## src/rtl/snax_csr_responder.sv

```systemverilog
// snax_csr_responder: CSR request/response responder with a RW config bank, RO status inputs and a launch handshake.
// Optional stall counter at address NumRwCsr+NumRoCsr+1 when SNAX_CSR_PERF_CNT_EN is defined.
module snax_csr_responder #(
  parameter int NumRwCsr = 8,
  parameter int NumRoCsr = 2
) (
  input  logic                     clk_i,
  input  logic                     rst_ni,
  input  logic [31:0]              csr_req_bits_data_i,
  input  logic [31:0]              csr_req_bits_addr_i,
  input  logic                     csr_req_bits_write_i,
  input  logic                     csr_req_valid_i,
  output logic                     csr_req_ready_o,
  output logic [31:0]              csr_rsp_bits_data_o,
  output logic                     csr_rsp_valid_o,
  input  logic                     csr_rsp_ready_i,
  output logic [32*NumRwCsr-1:0]   csr_reg_set_o,
  output logic                     csr_reg_set_valid_o,
  input  logic                     csr_reg_set_ready_i,
  input  logic [32*NumRoCsr-1:0]   csr_reg_ro_set_i
);

  localparam logic [31:0] LaAddr     = 32'(NumRwCsr + NumRoCsr);
  localparam logic [0:0]  ST_IDLE    = 1'b0;
  localparam logic [0:0]  ST_PENDING = 1'b1;

  logic [0:0]            launch_state;
  logic [32*NumRwCsr-1:0] cfg_q;
  logic                  rsp_vld_p1;
  logic [31:0]           rsp_data_p1;
  logic [31:0]           rd_data_p0;
  logic                  req_fire;
  logic                  wr_fire;
  logic                  rd_fire;
  logic                  launch_fire;

  assign csr_reg_set_valid_o = (launch_state == ST_PENDING);
  assign csr_reg_set_o       = cfg_q;
  assign csr_rsp_valid_o     = rsp_vld_p1;
  assign csr_rsp_bits_data_o = rsp_data_p1;

  // Writes stall while a launch is pending so the config seen by the accelerator stays frozen.
  assign csr_req_ready_o = (!rsp_vld_p1 || csr_rsp_ready_i)
                           && !(csr_req_bits_write_i && csr_reg_set_valid_o);
  assign req_fire    = csr_req_valid_i && csr_req_ready_o;
  assign wr_fire     = req_fire && csr_req_bits_write_i;
  assign rd_fire     = req_fire && !csr_req_bits_write_i;
  assign launch_fire = wr_fire && (csr_req_bits_addr_i == LaAddr) && csr_req_bits_data_i[0];

`ifdef SNAX_CSR_PERF_CNT_EN
  localparam logic [31:0] PaAddr = 32'(NumRwCsr + NumRoCsr + 1);
  logic [31:0] perf_cnt;

  // Counts cycles the accelerator holds off a pending launch; saturates instead of wrapping.
  always_ff @(posedge clk_i or negedge rst_ni) begin
    if (!rst_ni) begin
      perf_cnt <= '0;
    end else if (launch_fire) begin
      perf_cnt <= '0;
    end else if (csr_reg_set_valid_o && !csr_reg_set_ready_i && (perf_cnt != 32'hFFFF_FFFF)) begin
      perf_cnt <= perf_cnt + 32'd1;
    end
  end
`endif

  always_comb begin
    rd_data_p0 = '0;
    for (int k = 0; k < NumRwCsr; k++) begin
      if (csr_req_bits_addr_i == 32'(k)) rd_data_p0 = cfg_q[32*k +: 32];
    end
    for (int k = 0; k < NumRoCsr; k++) begin
      if (csr_req_bits_addr_i == 32'(NumRwCsr + k)) rd_data_p0 = csr_reg_ro_set_i[32*k +: 32];
    end
    if (csr_req_bits_addr_i == LaAddr) rd_data_p0 = {31'b0, csr_reg_set_valid_o};
`ifdef SNAX_CSR_PERF_CNT_EN
    if (csr_req_bits_addr_i == PaAddr) rd_data_p0 = perf_cnt;
`endif
  end

  always_ff @(posedge clk_i or negedge rst_ni) begin
    if (!rst_ni) begin
      cfg_q <= '0;
    end else if (wr_fire) begin
      for (int k = 0; k < NumRwCsr; k++) begin
        if (csr_req_bits_addr_i == 32'(k)) cfg_q[32*k +: 32] <= csr_req_bits_data_i;
      end
    end
  end

  always_ff @(posedge clk_i or negedge rst_ni) begin
    if (!rst_ni) begin
      launch_state <= ST_IDLE;
    end else begin
      case (launch_state)
        ST_IDLE:    if (launch_fire) launch_state <= ST_PENDING;
        ST_PENDING: if (csr_reg_set_ready_i) launch_state <= ST_IDLE;
        default:    launch_state <= ST_IDLE;
      endcase
    end
  end

  // p0 -> p1: single-entry response register, reloads when draining and accepting together.
  always_ff @(posedge clk_i or negedge rst_ni) begin
    if (!rst_ni) begin
      rsp_vld_p1  <= 1'b0;
      rsp_data_p1 <= '0;
    end else if (rd_fire) begin
      rsp_vld_p1  <= 1'b1;
      rsp_data_p1 <= rd_data_p0;
    end else if (csr_rsp_ready_i) begin
      rsp_vld_p1  <= 1'b0;
    end
  end

endmodule
```

## config.mk

```make
export PLATFORM = sky130hd
export DESIGN_NAME = snax_csr_responder
export DESIGN_NICKNAME = d
export VERILOG_FILES = /design/src/rtl/snax_csr_responder.sv
export SDC_FILE = /design/constraint.sdc
export NUM_CORES = 1
export LEC_CHECK = 0
export ABC_CLOCK_PERIOD_IN_PS = 2600
export CORE_MARGIN = 1
export CORE_UTILIZATION = 47
export DETAILED_ROUTE_END_ITERATION = 10
export PLACE_DENSITY_LB_ADDON = 0.25
export SLEW_MARGIN = 20
export SYNTH_ARGS = -nofsm -noshare
export SYNTH_HDL_FRONTEND = slang
export SYNTH_SLANG_ARGS = --single-unit
```

## constraint.sdc

```tcl
create_clock -name clk_i -period 2.6 [get_ports clk_i]
set_clock_uncertainty 0.15 [all_clocks]
set_input_delay 0.65 -clock clk_i [delete_from_list [all_inputs] [get_ports clk_i]]
set_output_delay 0.65 -clock clk_i [all_outputs]
set_load 0.005 [all_outputs]
```

**Word-level counts from Yosys, hierarchy flattened**

Cells that the tools add are included.

- Bits in registers: 290
- Word-level logic and storage cells: 59

- Equality and inequality tests: 10
- Mux-type cells: 16
- Bitwise operators: 1
- Reduce and logical (&&, ||, !) cells: 21

Operators by type and width:

| kind | count |
|---|---|
| $mux 32 | 11 |
| $eq 32x3->1 const B | 4 |
| $eq 32x4->1 const B | 3 |
| $eq 32x2->1 const B | 2 |
| $eq 32x1->1 const B | 1 |
| $logic_not 32->1 | 1 |
| $reduce_and 2->1 | 8 |
| $logic_and 1x1->1 | 7 |
| $mux 1 | 4 |
| $logic_not 1->1 | 3 |
| $pmux 1 s2 | 1 |
| $reduce_bool 2->1 | 1 |
| $logic_or 1x1->1 | 1 |
| $not 1->1 | 1 |

**Longest topological paths before layout**

- Word-level depth: 12
- Gate-level depth with buffers: 10
- Gate-level depth less buffers: 6

**Worst setup path before layout**

OpenSTA, ideal clock, no wires.

- Path type: in2reg
- Start point: in csr_req_bits_addr_i[23]
- End point: reg cfg_q[100], in the netlist csr_reg_set_o[100]
- Library setup time: 125 ps
- Data arrival time: 2,665 ps
- Setup slack: -341 ps
- Cell stages on the path: 9
- Buffers on the path: 3
- Path through: or4_4 -> nor3_4 -> and3_4 -> and2_1 -> buf_6 -> and3_1 -> buf_6 -> buf_12 -> mux2_4

- Longest elaborated chain between the ends: 2

RTL lines:

| element | RTL line | source |
|---|---|---|
| start, declared | 10 | `input logic [31:0] csr_req_bits_addr_i,` |
| $eq 32x2->1 | 85 | `if (csr_req_bits_addr_i == 32'(k)) cfg_q[32*k +: 32] <= csr_req_bits_data_i;` |
| $reduce_and 2->1 (no source line) | - |  |
| end signal, assigned by index | 85 |  |
| end, declared | 28 | `logic [32*NumRwCsr-1:0] cfg_q;` |

No other way between the ends.
A chain may end at the register's enable or synchronous reset.

**Final worst setup path**

- Start point: in csr_req_bits_addr_i[2]
- End point: reg rsp_data_p1[11], in the netlist csr_rsp_bits_data_o[11]

- Longest elaborated chain between the ends: 12
- Elaborated cells between the ends (all ways): 22

RTL lines:

| element | RTL line | source |
|---|---|---|
| $logic_not 32->1 | 69 | `if (csr_req_bits_addr_i == 32'(k)) rd_data_p0 = cfg_q[32*k +: 32];` |
| $mux 32 (8 in a row) | 69 |  |
| $mux 32 (2 in a row) | 72 | `if (csr_req_bits_addr_i == 32'(NumRwCsr + k)) rd_data_p0 = csr_reg_ro_set_i[32*k +: 32];` |
| $mux 32 * | 74 | `if (csr_req_bits_addr_i == LaAddr) rd_data_p0 = {31'b0, csr_reg_set_valid_o};` |
| end signal, assigned | 109 | `rsp_data_p1 <= rd_data_p0;` |
| end, declared | 30 | `logic [31:0] rsp_data_p1;` |

Every way passes the cells marked *; elsewhere a longest branch is shown, timed or not.

==> metrics.md <==
| Metric | Value |
|---|---|
| Main flop type after synthesis | dfrtp_1 |
| Clk sinks | 290 |
| Final hold violation count | 0 |
| Synth top area share | 0.533 |
| # rows | 61 |
| Crit Path Max Fanout | 16 |
| Yosys warnings | 0 |
| Clk slew on worst S/H paths | 0.06 ns |
| Fin. max-slew vios | 0 |
| Dpl cells | 1890 |
| Clk Latency, worst-skew pair | 0.56 ns |
| Largest net degree at the start of global routing | 64 |
| Final nets | 1701 |
| CTS tree | built |
| TNS Setup | -0.0348 ns |
| Synth cell types | 53 |
| Routability Congestion | 0.893 |
| GR Overflow Total | 0 |
| Final worst slack | -0.0248 ns |
| Tmin final | 2.62 ns |
| Core Region | 28200 um^2 |
| Cell accounting for the most synthesized area | dfrtp_1 |
| DRT iter0 DRCs | 1002 |
| Hpwl dp | 36400 um |
| PortBufs | 424 |
| Die area | 29600 um^2 |
| Finish-stage setup viols | 2 |
| Syn Area/Cell | 13.3 um^2 |
| Critical path cell sequence | clkdlybuf4s50_1, nand2b_1, nor4_2, buf_4, nand3_2, buf_4, o22ai_1, a2bb2oi_2, a31oi_1 |
| Area Growth Syn to Fin | 54.8% |
| CP max stage delay | 0.65 ns |
| Fin crit share | 1.01 |
| Final wirelength | 54200 um |
| Vias/cell | 6.12 |
| Status | finished, violations left |
| Initial Util | 0.483 |
| Share of layout cells above drive strength 1 | 0.346 |
| Num CTS Buffers | 31 |
| Slowest cell on crit path | clkdlybuf4s50_1 |
| Post-route insts no fill | 1971 |
| CP Class | input pin to flop |
| H-tree Lvls | 1 |
| Relative slew margins | 0.628 |
| Clock root buffer | clkbuf_16 |
| Initial antenna violation count | 1 |
| Die Y | 172 um |
| Routed via count | 12100 |
| Routed Antenna Nets | 0 |
| Achievable Freq | 381 MHz |
| Top cell by count, worst path | buf_4 |
| Die width | 172 um |
| Filler cells | 1822 |
| Cell Area, Synth | 13600 um^2 |
| Vias in the first global route | 12200 |
| I/O pin count | 425 |
| Post-synth EDFFs | 0 |
| Top cells by count, synth | dfrtp_1 (290), mux2_2 (236), nand2_1 (48), clkbuf_1 (31), mux2_4 (30) |
| Max VDD drop | 0.416 mV |
| Failing checks | setup timing |
| Top-count cell post-synth | dfrtp_1 |
| Crit path capture type | flop |
| Total global-route track usage | 0.356 |
| Lkg Pwr | 9.66 nW |
| CTS Buffer Depth | 3 |
| Flops & latches, synth | 290 |
| WP data arrival | 2.90 ns |
| # DRC | 0 |
| Register area share after synthesis | 0.533 |
| Worst Setup Start Kind | input pin |
| 1st-pass router iterations | 5 |
| First-pass GRT wire length | 76900 um |
| Worst Path Required | 2.88 ns |
| Finished Core Util | 0.748 |
| Post-synth ARST share | 1.00 |
| Wire per inst | 27.5 um |
| Mapped Cells | 1023 |
| MaxCap Viol Count | 0 |
| HP Class | flop to flop |
| Syn nets | 1157 |
| Power Density | 458 nW/um^2 |
| Top cells by area, synth | dfrtp_1 (53%), mux2_2 (20%), mux2_4 (3.3%), mux4_2 (2.3%), mux2i_1 (1.5%) |
| Worst slew pin tran | 0.558 ns |
[placed cells by master (no fill, tap or decap), types with 6 or more instances in the layout]
cell type and n:
a21boi_0 6, a21oi_1 22, a221o_1 7, a221oi_1 11, a22o_1 21, a22oi_1 23
a2bb2oi_1 12, a31oi_1 18, buf_12 29, buf_2 6, buf_4 106, buf_6 17
clkbuf_1 7, clkbuf_16 33, clkbuf_2 6, clkbuf_8 9, clkdlybuf4s50_1 392, clkinv_2 8
dfrtp_1 290, dlymetal6s2s_1 16, mux2_2 204, mux2_4 63, mux2i_1 20, mux4_2 14
nand2_1 44, nand3_1 7, nor2_1 21, nor3_4 6, nor4_4 7, o211ai_1 17
o21ai_0 25, o22ai_1 24, o31a_1 6
[report_power, final]
part           internal, mW  switching, mW
combinational         0.339          0.367
clock                  2.54           1.86
sequential             4.53        0.00842
[layout make-up]
| type | instances | area (um^2) | share of cell area |
|---|---|---|---|
| Timing Repair Buffer | 581 | 5950 | 0.282 |
| Clock buffer | 47 | 926 | 0.0439 |
| Inverter | 4 | 15.0 | 0.000713 |
| Antenna cell | 2 | 5.00 | 0.000238 |
| Multi-Input combinational cell | 659 | 6370 | 0.302 |
| Tap cell | 378 | 473 | 0.0224 |
| Clock inverter | 10 | 78.8 | 0.00374 |
| Sequential cell | 290 | 7260 | 0.344 |
[per-stage QoR]
stage | hold slack [ns] | cell area [um^2] | power (mW) | setup slack, ns
after floorplan | 0.204 | 13900 | 4.77 | -0.332
after global placement | 0.314 | 19500 | 5.29 | -0.971
after detailed placement | 0.320 | 19500 | 5.30 | -0.961
after CTS | 0.333 | 20900 | 9.62 | -0.00858
after global routing | 0.343 | 21100 | 9.85 | -0.0565
final | 0.325 | 21100 | 9.64 | -0.0248
[routing by layer]
metal	vias to the layer above	wire length (um)	track usage
li1	5001	-	-
met1	6140	21600	0.468
met2	737	25600	0.575
met3	180	4710	0.0716
met4	0	2340	0.148
met5	-	0	0
[logic make-up (layout without fill, tap and decap cells)]
kind of cell | count (synthesis) | count (layout) | synth area share
flops | 290 | 290 | 0.533
mux | 306 | 306 | 0.271
simple gates | 143 | 143 | 0.0580
compound gates | 210 | 210 | 0.110
other cells | 0 | 2 | 0
buf+inv | 74 | 642 | 0.0273
[registers in the layout (all words and copies together) (netlist names)]
signal / flops
csr_rsp_bits_data_o: 32
csr_rsp_valid_o: 1
csr_reg_set_o: 256
csr_reg_set_valid_o: 1
[path summary, 6_finish.rpt]
kind	depth (start not counted)	to	slack, ns	startpoint
worst min-delay path	2	csr_rsp_bits_data_o[5]	0.33	csr_rsp_bits_data_o[5]
max in group asynchronous	3	csr_reg_set_o[10]	1.11	rst_ni
min in group asynchronous	2	csr_rsp_bits_data_o[7]	0.48	rst_ni
worst min register to register	2	csr_rsp_bits_data_o[5]	0.33	csr_rsp_bits_data_o[5]
worst max-delay path	9	csr_rsp_bits_data_o[11]	-0.02	csr_req_bits_addr_i[2]
worst max register to register	8	csr_reg_set_o[180]	0.32	csr_rsp_valid_o
[what timing repair did]
action                     CTS  global route
hold endpoints to repair    54             0
cloned                       4             2
buffers inserted             8             8
pin swaps                   10            18
setup endpoints to repair  282           250
hold buffers                 1             0
resized for setup           69            47
[worst max-delay path: cells and delay by family]
family,cells,cell delay (ns)
buffers and inverters,3,1.11
and+or+nand+nor,3,0.63
AOI/OAI and AO/OA,3,0.51
Power figures use the tool's default switching activity.
==> variant: new RTL, config.mk and constraints unchanged <==
The parameter `NumRwCsr` goes from 8 to 9.
--- a/src/rtl/snax_csr_responder.sv
+++ b/src/rtl/snax_csr_responder.sv
@@ -1,7 +1,7 @@
 // snax_csr_responder: CSR request/response responder with a RW config bank, RO status inputs and a launch handshake.
 // Optional stall counter at address NumRwCsr+NumRoCsr+1 when SNAX_CSR_PERF_CNT_EN is defined.
 module snax_csr_responder #(
-  parameter int NumRwCsr = 8,
+  parameter int NumRwCsr = 9,
   parameter int NumRoCsr = 2
 ) (
   input  logic                     clk_i,
Ports: changed (resized csr_reg_set_o); port bits go from 425 to 457. No check against the original RTL was run, so the function may have changed too.
==> variant against the original RTL <==
- die area up 12%
- sequential cell count is 32 higher
- cell area rose by 9.8%
- sequential share of layout area rose by 0.40 points
- total power is 19% higher
- synthesized cell count increased by 13%
- worst setup slack gained 0.036 ns
- clock power up 28%
- core utilization fell by 1.9 points
- area after synthesis up 12%
- routed wire length up 8.8%
- register-to-register slack got worse by 0.13 ns
==> variant: results (changes against the original RTL) <==
| Metric | Value |
|---|---|
| Largest net degree at the start of global routing | `56 (-13%)` |
| Clock buf/inv share | `0.05692 (+0.009234)` |
| Worst path max stage delay | `0.33 ns (-0.32 ns)` |
| FF/Latch Area | `8058 um2 (+11%)` |
| Ranking of synthesized cells by area | `dfrtp_1, mux2_2, mux4_2` |
| Inverters | `8 (+4)` |
| Crit Path Max Fanout | `7 (-9)` |
| Peak supply drop | `0.4199 mV (+0.88%)` |
| Status | `finished clean` |
| Static leakage | `10.62 nW (+9.9%)` |
| Sequential fraction of the synthesis area | `0.5280 (-0.005188)` |
| Clock buffers | `51 (+8.5%)` |
| Post-synthesis net count | `1287 (+11%)` |
| Clk power | `0.00563 W (+28%)` |
| Largest register FFs | `288 (+13%)` |
| Int Pwr | `0.008873 W (+20%)` |
| Post-DP HPWL | `40.92 mm (+13%)` |
| Commonest cells in the netlist | `dfrtp_1, mux2_2, nand2_1` |
| Distinct cells, synth | `54 (+1.9%)` |
| Fin area | `23120 um2 (+9.8%)` |
| Vias | `13019 (+8.0%)` |
| First-pass GRT wire length | `86.46 mm (+12%)` |
| Multi-input gate area | `6862 um2 (+7.8%)` |
| Slew margin rel. | `0.6676 (+0.03963)` |
| Global Route Usage Sum | `0.3548 (-0.001133)` |
| CTS Buf Count | `37 (+19%)` |
| N_diodes | `1 (-1)` |
| Antenna violations before repair | `3 (+2)` |
| Placed cell areas | `21240 um2 (+8.7%)` |
| Share of layout cells above drive strength 1 | `0.3159 (-0.03044)` |
| Total sequential power | `0.00502 W (+11%)` |
| Port bufs | `456 (+7.5%)` |
| NonClk Buf Share | `0.2748 (-0.007507)` |
| DRT iter0 DRCs | `992 (-1.0%)` |
| Worst skew pair latency | `0.52 ns (-0.04 ns)` |
| Final nets | `1864 (+9.6%)` |
==> variant: repair_timing <==
item	4_1_cts	5_1_grt
pin swaps	19	8
hold buffers	1	0
gates cloned	8	0
endpoints found under the hold margin	45	0
setup buffers	23	2
setup endpoints to repair	321	67
gates resized for setup	76	4
==> variant: stage by stage <==
| step | instances | util |
|---|---|---|
| after CTS | 2157 | 0.7284 |
| after detailed placement | 2059 | 0.6697 |
| final | 2160 | 0.7291 |
| after global placement | 2059 | 0.6697 |
| after global routing | 2160 | 0.7291 |
| after floorplan | 1153 | - |
==> variant: path summary, 6_finish.rpt <==
path	from	end	slack (ns)	cells after the start
min in group asynchronous	rst_ni	csr_reg_set_o[234]	0.51	2
worst max register to register	csr_rsp_valid_o	csr_reg_set_o[22]	0.19	9
worst min-delay path	csr_rsp_bits_data_o[16]	csr_rsp_bits_data_o[16]	0.34	2
worst min register to register	csr_rsp_bits_data_o[16]	csr_rsp_bits_data_o[16]	0.34	2
worst max-delay path	csr_req_bits_addr_i[20]	csr_reg_set_o[115]	0.01	11
max in group asynchronous	rst_ni	csr_reg_set_o[201]	1.09	3
==> variant: per-layer routing <==
| layer | routed length [um] | vias to the layer above | track usage |
|---|---|---|---|
| li1 | - | 5455 | - |
| met3 | 6362 | 159 | 0.1036 |
| met2 | 27680 | 790 | 0.5658 |
| met5 | 23 | - | 0 |
| met4 | 2713 | 4 | 0.1620 |
| met1 | 22230 | 6611 | 0.4476 |
==> variant: logic make-up after synthesis <==
group | count (synthesis) | share of synthesized area
multiplexers | 332 | 0.2791
flip-flops | 322 | 0.5280
AO/OA/AOI/OAI | 209 | 0.09027
AND/OR/NAND/NOR | 198 | 0.07010
buffers and inverters | 92 | 0.03255
